`src/rtl/regfile_pkg.sv`:
```
// Shared types and default geometry for the multi-port register file
// and its clear sequencer.
package regfile_pkg;

  localparam int DEF_WIDTH = 32;
  localparam int DEF_DEPTH = 32;
  localparam int DEF_NRD   = 2;

  typedef enum logic {
    IDLE  = 1'b0,
    SWEEP = 1'b1
  } clr_state_e;

endpackage

```
`src/rtl/regfile_clr_seq.sv`:
```
// Clear sequencer: on a clear request walks every register address once,
// one per cycle, flagging the sweep as busy for exactly DEPTH cycles.
module regfile_clr_seq
  import regfile_pkg::*;
#(
  parameter int   DEPTH = DEF_DEPTH,
  localparam int  AW    = $clog2(DEPTH)
) (
  input  logic          clk,
  input  logic          rst_n,
  input  logic          clr_i,
  output logic          busy_o,
  output logic          sweep_en_o,
  output logic [AW-1:0] sweep_addr_o
);

  clr_state_e    state_q, state_d;
  logic [AW-1:0] cnt_q, cnt_d;

  // NOTE: sequential state uses non-blocking assignments only; the comb
  // processes below use blocking assignments with a default first so no
  // latch is inferred.
  always_ff @(posedge clk or negedge rst_n) begin
    if (!rst_n) begin
      state_q <= IDLE;
      cnt_q   <= '0;
    end else begin
      state_q <= state_d;
      cnt_q   <= cnt_d;
    end
  end

  always_comb begin
    state_d = state_q;
    cnt_d   = cnt_q;
    case (state_q)
      IDLE: begin
        if (clr_i) begin
          state_d = SWEEP;
          cnt_d   = '0;
        end
      end
      SWEEP: begin
        // The last address is cleared on this edge; hold CNT rather than wrap.
        if (cnt_q == AW'(DEPTH - 1)) state_d = IDLE;
        else                         cnt_d   = cnt_q + AW'(1);
      end
      default: state_d = IDLE;
    endcase
  end

  always_comb begin
    busy_o       = (state_q == SWEEP);
    sweep_en_o   = (state_q == SWEEP);
    sweep_addr_o = cnt_q;
  end

endmodule

```
`src/rtl/reg_file_mp.sv`:
```
// Multi-port register file with combinational write-through reads, a
// per-register pending scoreboard and a sequential clear sweep.
module reg_file_mp
  import regfile_pkg::*;
#(
  parameter int  WIDTH   = DEF_WIDTH,
  parameter int  DEPTH   = DEF_DEPTH,
  parameter int  NRD     = DEF_NRD,
  parameter bit  ZERO_R0 = 1'b1,
  localparam int AW      = $clog2(DEPTH)
) (
  input  logic                 CLK,
  input  logic                 RST_N,
  input  logic                 WE,
  input  logic [AW-1:0]        Rw,
  input  logic [WIDTH-1:0]     busW,
  input  logic [NRD*AW-1:0]    Ra,
  output logic [NRD*WIDTH-1:0] busR,
  input  logic                 ISSUE,
  input  logic [AW-1:0]        Rd,
  output logic [DEPTH-1:0]     PEND,
  input  logic                 CLR,
  output logic                 BUSY
);

  logic [WIDTH-1:0] regs_q [DEPTH];
  logic [DEPTH-1:0] pend_q;
  logic             sweep_en;
  logic [AW-1:0]    sweep_addr;
  logic             wr_ok;
  logic             issue_ok;
  logic             bypass_ok;

  regfile_clr_seq #(.DEPTH(DEPTH)) u_clr_seq (
    .clk          (CLK),
    .rst_n        (RST_N),
    .clr_i        (CLR),
    .busy_o       (BUSY),
    .sweep_en_o   (sweep_en),
    .sweep_addr_o (sweep_addr)
  );

  assign wr_ok     = WE && !BUSY && !(ZERO_R0 && (Rw == '0));
  assign issue_ok  = ISSUE && !BUSY && !(ZERO_R0 && (Rd == '0));
  // Bypass is gated by reset so every read is zero while reset is held.
  assign bypass_ok = WE && !BUSY && RST_N;

  // NOTE: the storage array is reset explicitly because its contents must
  // read as zero the instant reset asserts, not after a sweep.
  always_ff @(posedge CLK or negedge RST_N) begin
    if (!RST_N) begin
      for (int i = 0; i < DEPTH; i++) regs_q[i] <= '0;
      pend_q <= '0;
    end else if (sweep_en) begin
      regs_q[sweep_addr] <= '0;
      pend_q[sweep_addr] <= 1'b0;
    end else begin
      if (wr_ok) begin
        regs_q[Rw] <= busW;
        pend_q[Rw] <= 1'b0;
      end
      // Later assignment wins, so an issue to the written register stays pending.
      if (issue_ok) pend_q[Rd] <= 1'b1;
    end
  end

  for (genvar k = 0; k < NRD; k++) begin : g_rd
    logic [AW-1:0] addr;
    assign addr = Ra[k*AW +: AW];
    assign busR[k*WIDTH +: WIDTH] =
      (ZERO_R0 && (addr == '0))       ? '0   :
      (bypass_ok && (Rw == addr))     ? busW :
                                        regs_q[addr];
  end

  assign PEND = pend_q;

endmodule

```
`config.mk`:
```
export PLATFORM = sky130hd
export DESIGN_NAME = reg_file_mp
export DESIGN_NICKNAME = d
export VERILOG_FILES = /design/src/rtl/regfile_pkg.sv /design/src/rtl/regfile_clr_seq.sv /design/src/rtl/reg_file_mp.sv
export SDC_FILE = /design/constraint.sdc
export NUM_CORES = 2
export LEC_CHECK = 0
export CAP_MARGIN = 10
export CORE_UTILIZATION = 35
export CTS_BUF_LIST = sky130_fd_sc_hd__clkbuf_2
export DETAILED_ROUTE_END_ITERATION = 10
export HOLD_SLACK_MARGIN = 0.1
export PLACE_DENSITY = 0.53
export REMOVE_ABC_BUFFERS = 1
export SYNTH_ARGS = -nofsm -noshare
export SYNTH_HDL_FRONTEND = slang
export SYNTH_SLANG_ARGS = --single-unit
```
`constraint.sdc`:
```
create_clock -name CLK -period 2.92 [get_ports CLK]
set_clock_uncertainty 0.2 [all_clocks]
set_input_delay 0.292 -clock CLK [delete_from_list [all_inputs] [get_ports CLK]]
set_output_delay 0.292 -clock CLK [all_outputs]
set_load 0.01 [all_outputs]
```
# After elaboration in Yosys (flattened, before gate mapping)
# Cells that the tools add are included.
[word_totals] word_cells=119 output_inout_bits=97 register_bits=1062
[op_classes] n_eq_ne=5 addsub=1 n_lt_le_gt_ge=12 mux=33 reduce_logical=21 bitwise_logic=12
[op_table] cell="two-way mux 1024 bit" n=2
[op_table] cell="AND 1024 bit" n=1
[op_table] cell="bitwise mux 1024 bit" n=1
[op_table] cell="inverter 1024 bit" n=1
[op_table] cell="two-way mux 32 bit" n=14
[op_table] cell="binary-select mux 32 bit (select 5 bit)" n=2
[op_table] cell="demux 32 bit (select 5 bit)" n=2
[op_table] cell="AND 32 bit" n=2
[op_table] cell="inverter 32 bit" n=2
[op_table] cell="OR 32 bit" n=1
[op_table] cell="greater-or-equal comparator 6 bit, second input constant" n=4
[op_table] cell="inverter 5 -> 6 bit" n=4
[op_table] cell="zero test 5 bit" n=4
[op_table] cell="< comparator 5 x 6 -> 1 bit, second input constant" n=3
[op_table] cell="demux 1 bit (select 5 bit)" n=3
[op_table] cell="greater-or-equal comparator 5 x 1 -> 1 bit, second input constant" n=3
[op_table] cell="logical AND 1 bit" n=12
[op_table] cell="< comparator 6 x 1 -> 1 bit, second input constant" n=2
[op_table] cell="equality test 5 bit" n=2
[op_table] cell="two-way mux 5 bit" n=2
[op_table] cell="one-hot mux 5 bit (2 select lines)" n=1
[op_table] cell="adder 5 x 1 -> 5 bit, second input constant" n=1
[op_table] cell="equality test 5 bit, second input constant" n=1
[op_table] cell="two-way mux 1 bit" n=5
[op_table] cell="other kinds (6)" n=9

# Logic depth before layout (Yosys ltp)
[depth] depth_word=11 depth_mapped=11

# Cells and area by module
# A second synthesis with hierarchy kept.
[hier_totals] hier_cells=4173 area_unflattened_um2=55986.2
[by_module_without_submodules] mod="reg_file_mp" n_inst=1 cells_each=4140 seq_area_each_um2=26425.3 area_per_inst_um2=55630.9
[by_module_without_submodules] mod="regfile_clr_seq" n_inst=1 cells_each=33 seq_area_each_um2=150.1 area_per_inst_um2=355.3

# Worst setup path before layout
# No wires, ideal clock.
[synth_timing] path_type="in2out" start="input port Ra[0]" end="output port busR[14]" stages=9 arrival_time_ns=2.032 slack_ns=0.396 cell_sequence="clkbuf_2 buf_6 buf_6 buf_2 mux4_2 mux2i_1 nor2_1 nor4_1 nor3_1"
[synth_via] elab_chain_cells=6 word_cells_on_any_way=9 classes_between="eq/ne: 1; mux: 5; bitwise: 1; reduce/logical: 2"
[synth_rtl] item="start, declared" line_no="reg_file_mp.sv:17" text="input logic [NRD*AW-1:0] Ra,"
[synth_rtl] item="inverter 5 -> 6 bit (not written as such)" line_no="reg_file_mp.sv:73" text="regs_q[addr];"
[synth_rtl] item="binary-select mux 32 bit (select 5 bit)" line_no="reg_file_mp.sv:73"
[synth_rtl] item="two-way mux 32 bit (not written as such) (2 in a row)" line_no="reg_file_mp.sv:73"
[synth_rtl] item="two-way mux 32 bit" line_no="reg_file_mp.sv:72" text="(bypass_ok && (Rw == addr)) ? busW :"
[synth_rtl] item="two-way mux 32 bit *" line_no="reg_file_mp.sv:71" text="(ZERO_R0 && (addr == '0)) ? '0 :"
[synth_rtl] item="end, declared" line_no="reg_file_mp.sv:18" text="output logic [NRD*WIDTH-1:0] busR,"
# Mark *: on every way between the ends. The rest lies on a longest branch, timed or not. The select of a mux whose other input is x is not followed.

# Worst setup path in the final report
[layout_timing] start="register u_clr_seq.state_q, in the netlist u_clr_seq.busy_o" end="output port busR[59]"
[layout_via] elab_chain_cells=6
[layout_rtl] item="start, declared" line_no="regfile_clr_seq.sv:17" text="clr_state_e state_q, state_d;"
[layout_rtl] item="start signal, assigned" line_no="regfile_clr_seq.sv:28" text="state_q <= state_d;"
[layout_rtl] item="zero test 1 bit" line_no="reg_file_mp.sv:46" text="assign bypass_ok = WE && !BUSY && RST_N;"
[layout_rtl] item="logical AND 1 bit (2 in a row)" line_no="reg_file_mp.sv:46"
[layout_rtl] item="logical AND 1 bit" line_no="reg_file_mp.sv:72"
[layout_rtl] item="two-way mux 32 bit" line_no="reg_file_mp.sv:72"
[layout_rtl] item="two-way mux 32 bit" line_no="reg_file_mp.sv:71"
# Every way passes these cells.

==> load_flow_metrics.sql <==
INSERT INTO impl_metrics (metric_group, metric, value, unit) VALUES
('power', 'p_total', '38.9', 'mW'),
('timing', 'worst_slack', '-1.48', 'ns'),
('synthesis', 'seq_area_frac_synth', '0.480', ''),
('synthesis', 'synth_top_family_by_area', 'compound AO/OA/AOI/OAI gates', ''),
('clock_network', 'worstSkewPairLatency', '1.78', 'ns'),
('synthesis', 'edff_count_synth', '0', ''),
('critical_path', 'critical_path.endpoint_type', 'output pin', ''),
('critical_path', 'critical_path_class', 'register to output pin', ''),
('critical_path', 'cp-startpoint', 'u_clr_seq.busy_o', ''),
('power', 'leakage', '32.8', 'nW'),
('route', 'final_antenna_net_count', '0', ''),
('synthesis', 'most_instantiated_library_cell_after_synthesis', 'dfrtp_1', ''),
('timing', 'hold_ws', '0.147', 'ns'),
('final_layout', 'nFillCells', '14300', ''),
('clock_network', 'clk_path_buf_depth', '4', ''),
('route', 'detail_route.drc_violations', '0', ''),
('synthesis', 'synth-async-reset-ratio', '1.00', ''),
('die', 'initial_core_util', '0.354', ''),
('timing', 'final_hold_viol_count', '0', ''),
('clock_network', 'clockRootBuffer', 'clkbuf_2', ''),
('global_route', 'grt_pass1_vias', '48800', ''),
('synthesis', 'postSynthCellCount', '4287', ''),
('synthesis', 'synth-seq-cells', '1062', ''),
('final_layout', 'area_growth', '29.3', '%'),
('clock_network', 'cts-buffers-inserted', '301', ''),
('synthesis', 'synth_compound_gate_area_share', '0.220', ''),
('critical_path', 'arrival_time_at_the_worst_endpoint', '3.91', 'ns'),
('synthesis', 'netlist-cell-type-count', '63', ''),
('synthesis', 'synth_fa_ha_area_frac', '0.00113', ''),
('clock_network', 'clk_pin_slew', '0.11', 'ns'),
('route', 'post_drt_wl_per_cell', '34.6', 'um'),
('die', 'top_level_ports', '154', ''),
('die', 'chipWidth', '400', 'um'),
('die', 'fp-row-count', '145', ''),
('synthesis', 'synth_ff_type', 'dfrtp_1', ''),
('clock_network', 'clkSinkCount', '1062', ''),
('clock_network', 'cts_tree', 'yes', ''),
('route', 'wl', '257000', 'um'),
('global_route', 'grt_pass1_wl', '364000', 'um'),
('die', 'die_h', '400', 'um'),
('critical_path', 'crit-reg2reg-capture', 'regs_q[693]', ''),
('clock_network', 'htree_levels', '5', ''),
('global_route', 'initial_antenna_violation_count', '7', ''),
('synthesis', 'synthXorXnorAreaFrac', '0.00206', ''),
('timing', 'fin_crit_period', '4.40', 'ns'),
('status', 'status', 'complete, but fails checks', ''),
('status', 'violations', 'setup timing', ''),
('critical_path', 'timing.critical_path.from_type', 'register', ''),
('timing', 'final_max_slew_viol_count', '0', ''),
('timing', 'rsz0062_at_grt', 'yes', ''),
('place', 'globalplace.congestion', '0.925', ''),
('synthesis', 'post_synth_main_area_contributors', 'dfrtp_1 (48%), a22o_1 (16%), mux4_2 (15%)', ''),
('route', 'drt_iter0_drc', '6303', ''),
('route', 'via_count', '48600', ''),
('min_path', 'min_path_type', 'input pin to async pin', ''),
('critical_path', 'critPathMaxFanout', '5', ''),
('synthesis', 'basic_gate_share_of_the_synthesized_area_counting_and_or_nand_and_nor_cells', '0.0411', ''),
('critical_path', 'ff2ff_path_depth', '8', ''),
('synthesis', 'synth.mux.area_fraction', '0.212', ''),
('route', 'drt_pass1_iterations', '6', ''),
('route', 'avgViaCountPerCell', '6.54', ''),
('final_layout', 'multi_input_gate_area_in_the_final_layout', '0.0287', 'mm^2'),
('place', 'io_buffers', '153', ''),
('synthesis', 'synth.avg_cell_area', '12.9', 'um^2'),
('power', 'ir_worst_vdd', '0.469', 'mV'),
('place', 'detailed_place_hpwl', '166000', 'um'),
('die', 'core', '0.157', 'mm^2'),
('timing', 'report.final.setup_viol', '65', ''),
('timing', 'worstMarginPinSlew', '1.39', 'ns'),
('global_route', 'grtUsageTotal', '0.318', ''),
('power', 'powerDensity', '544', 'mW/mm^2');
## registers in the layout, indices dropped and copies added (netlist names)
register                cells
PEND                       32
regs_q                   1024
u_clr_seq.busy_o            1
u_clr_seq.sweep_addr_o      5
## what timing repair did
action / CTS / global route
resized for setup: 714 / 91
cloned: 4 / 1
hold endpoints to repair: 2091 / 32
endpoints found under the setup margin: 97 / 139
setup buffers: 57 / 8
pin swaps: 114 / 50
hold buffers: 116 / 1
## area by class of cell
cell class | instances | area share
repair buffers | 1123 | 0.156
diodes | 10 | 0.000349
flip-flops and latches | 1062 | 0.371
clock buffers | 430 | 0.0301
clock inverters | 68 | 0.00481
well taps | 2058 | 0.0360
inverters | 8 | 0.000419
multi-input cells | 2666 | 0.401
## kinds of logic after synthesis
kind of cell | after synthesis
multiplexers | 687
XOR/XNOR | 13
flip-flops | 1062
adder cells (fa/ha/maj) | 5
AO/OA/AOI/OAI | 1508
buffers and inverters | 559
AND/OR/NAND/NOR | 453
## worst max path at each step
| stage | endpoint | slack [ns] | cells after the start |
|---|---|---|---|
| 6_report | busR[59] | -1.48 | 8 |
| 3_3_place_gp | busR[31] | -0.97 | 12 |
| 2_1_floorplan | PEND[25] | -1.45 | 4 |
| 4_1_cts | busR[39] | -1.58 | 9 |
| 5_1_grt | busR[59] | -1.61 | 8 |
| 3_5_place_dp | busR[16] | -0.90 | 11 |
## per-layer routing
metal / GRT usage / vias to the layer above / share of wire
met3: 0.0903 / 683 / 0.11
met1: 0.425 / 25300 / 0.40
met2: 0.465 / 3516 / 0.44
met4: 0.177 / 6 / 0.058
li1: - / 19000 / -
met5: 0 / - / 0.00016
## per-stage QoR
step	instances	cell area [um^2]	setup WS [ns]	util	setup TNS [ns]
after floorplan	3736	53000	-1.45	-	-869.40
after detailed placement	6773	66000	-0.897	0.422	-40.76
after CTS	7415	71200	-1.58	0.455	-94.15
after global placement	6773	66000	-0.974	0.422	-40.33
after global routing	7422	71600	-1.61	0.457	-94.55
final	7425	71600	-1.48	0.457	-86.07
## power breakdown
group	switching, mW	leakage, nW	internal [mW]
Combinational	5.74	16.1	4.72
Clock	6.87	1.97	4.16
Sequential	1.28	14.8	16.2
## cell usage in the layout (no fill, tap or decap), types with 61 or more instances in the layout
master / n
a22o_1: 1008
buf_12: 178
buf_2: 79
buf_4: 644
clkbuf_2: 430
dfrtp_1: 1062
dlygate4sd3_1: 114
mux2i_1: 231
mux4_2: 381
nand2_1: 97
nor2_1: 83
o21ai_0: 61
## critical path: stages, from the launching register on
cell,delay (ns)
dfrtp_1,0.42
and3b_2,0.28
nand4_1,0.15
or3_4,0.46
nand2_4,0.09
buf_8,0.13
a21oi_2,0.04
a2111o_1,0.38
buf_2,0.18
(Power assumes the default switching activity.)
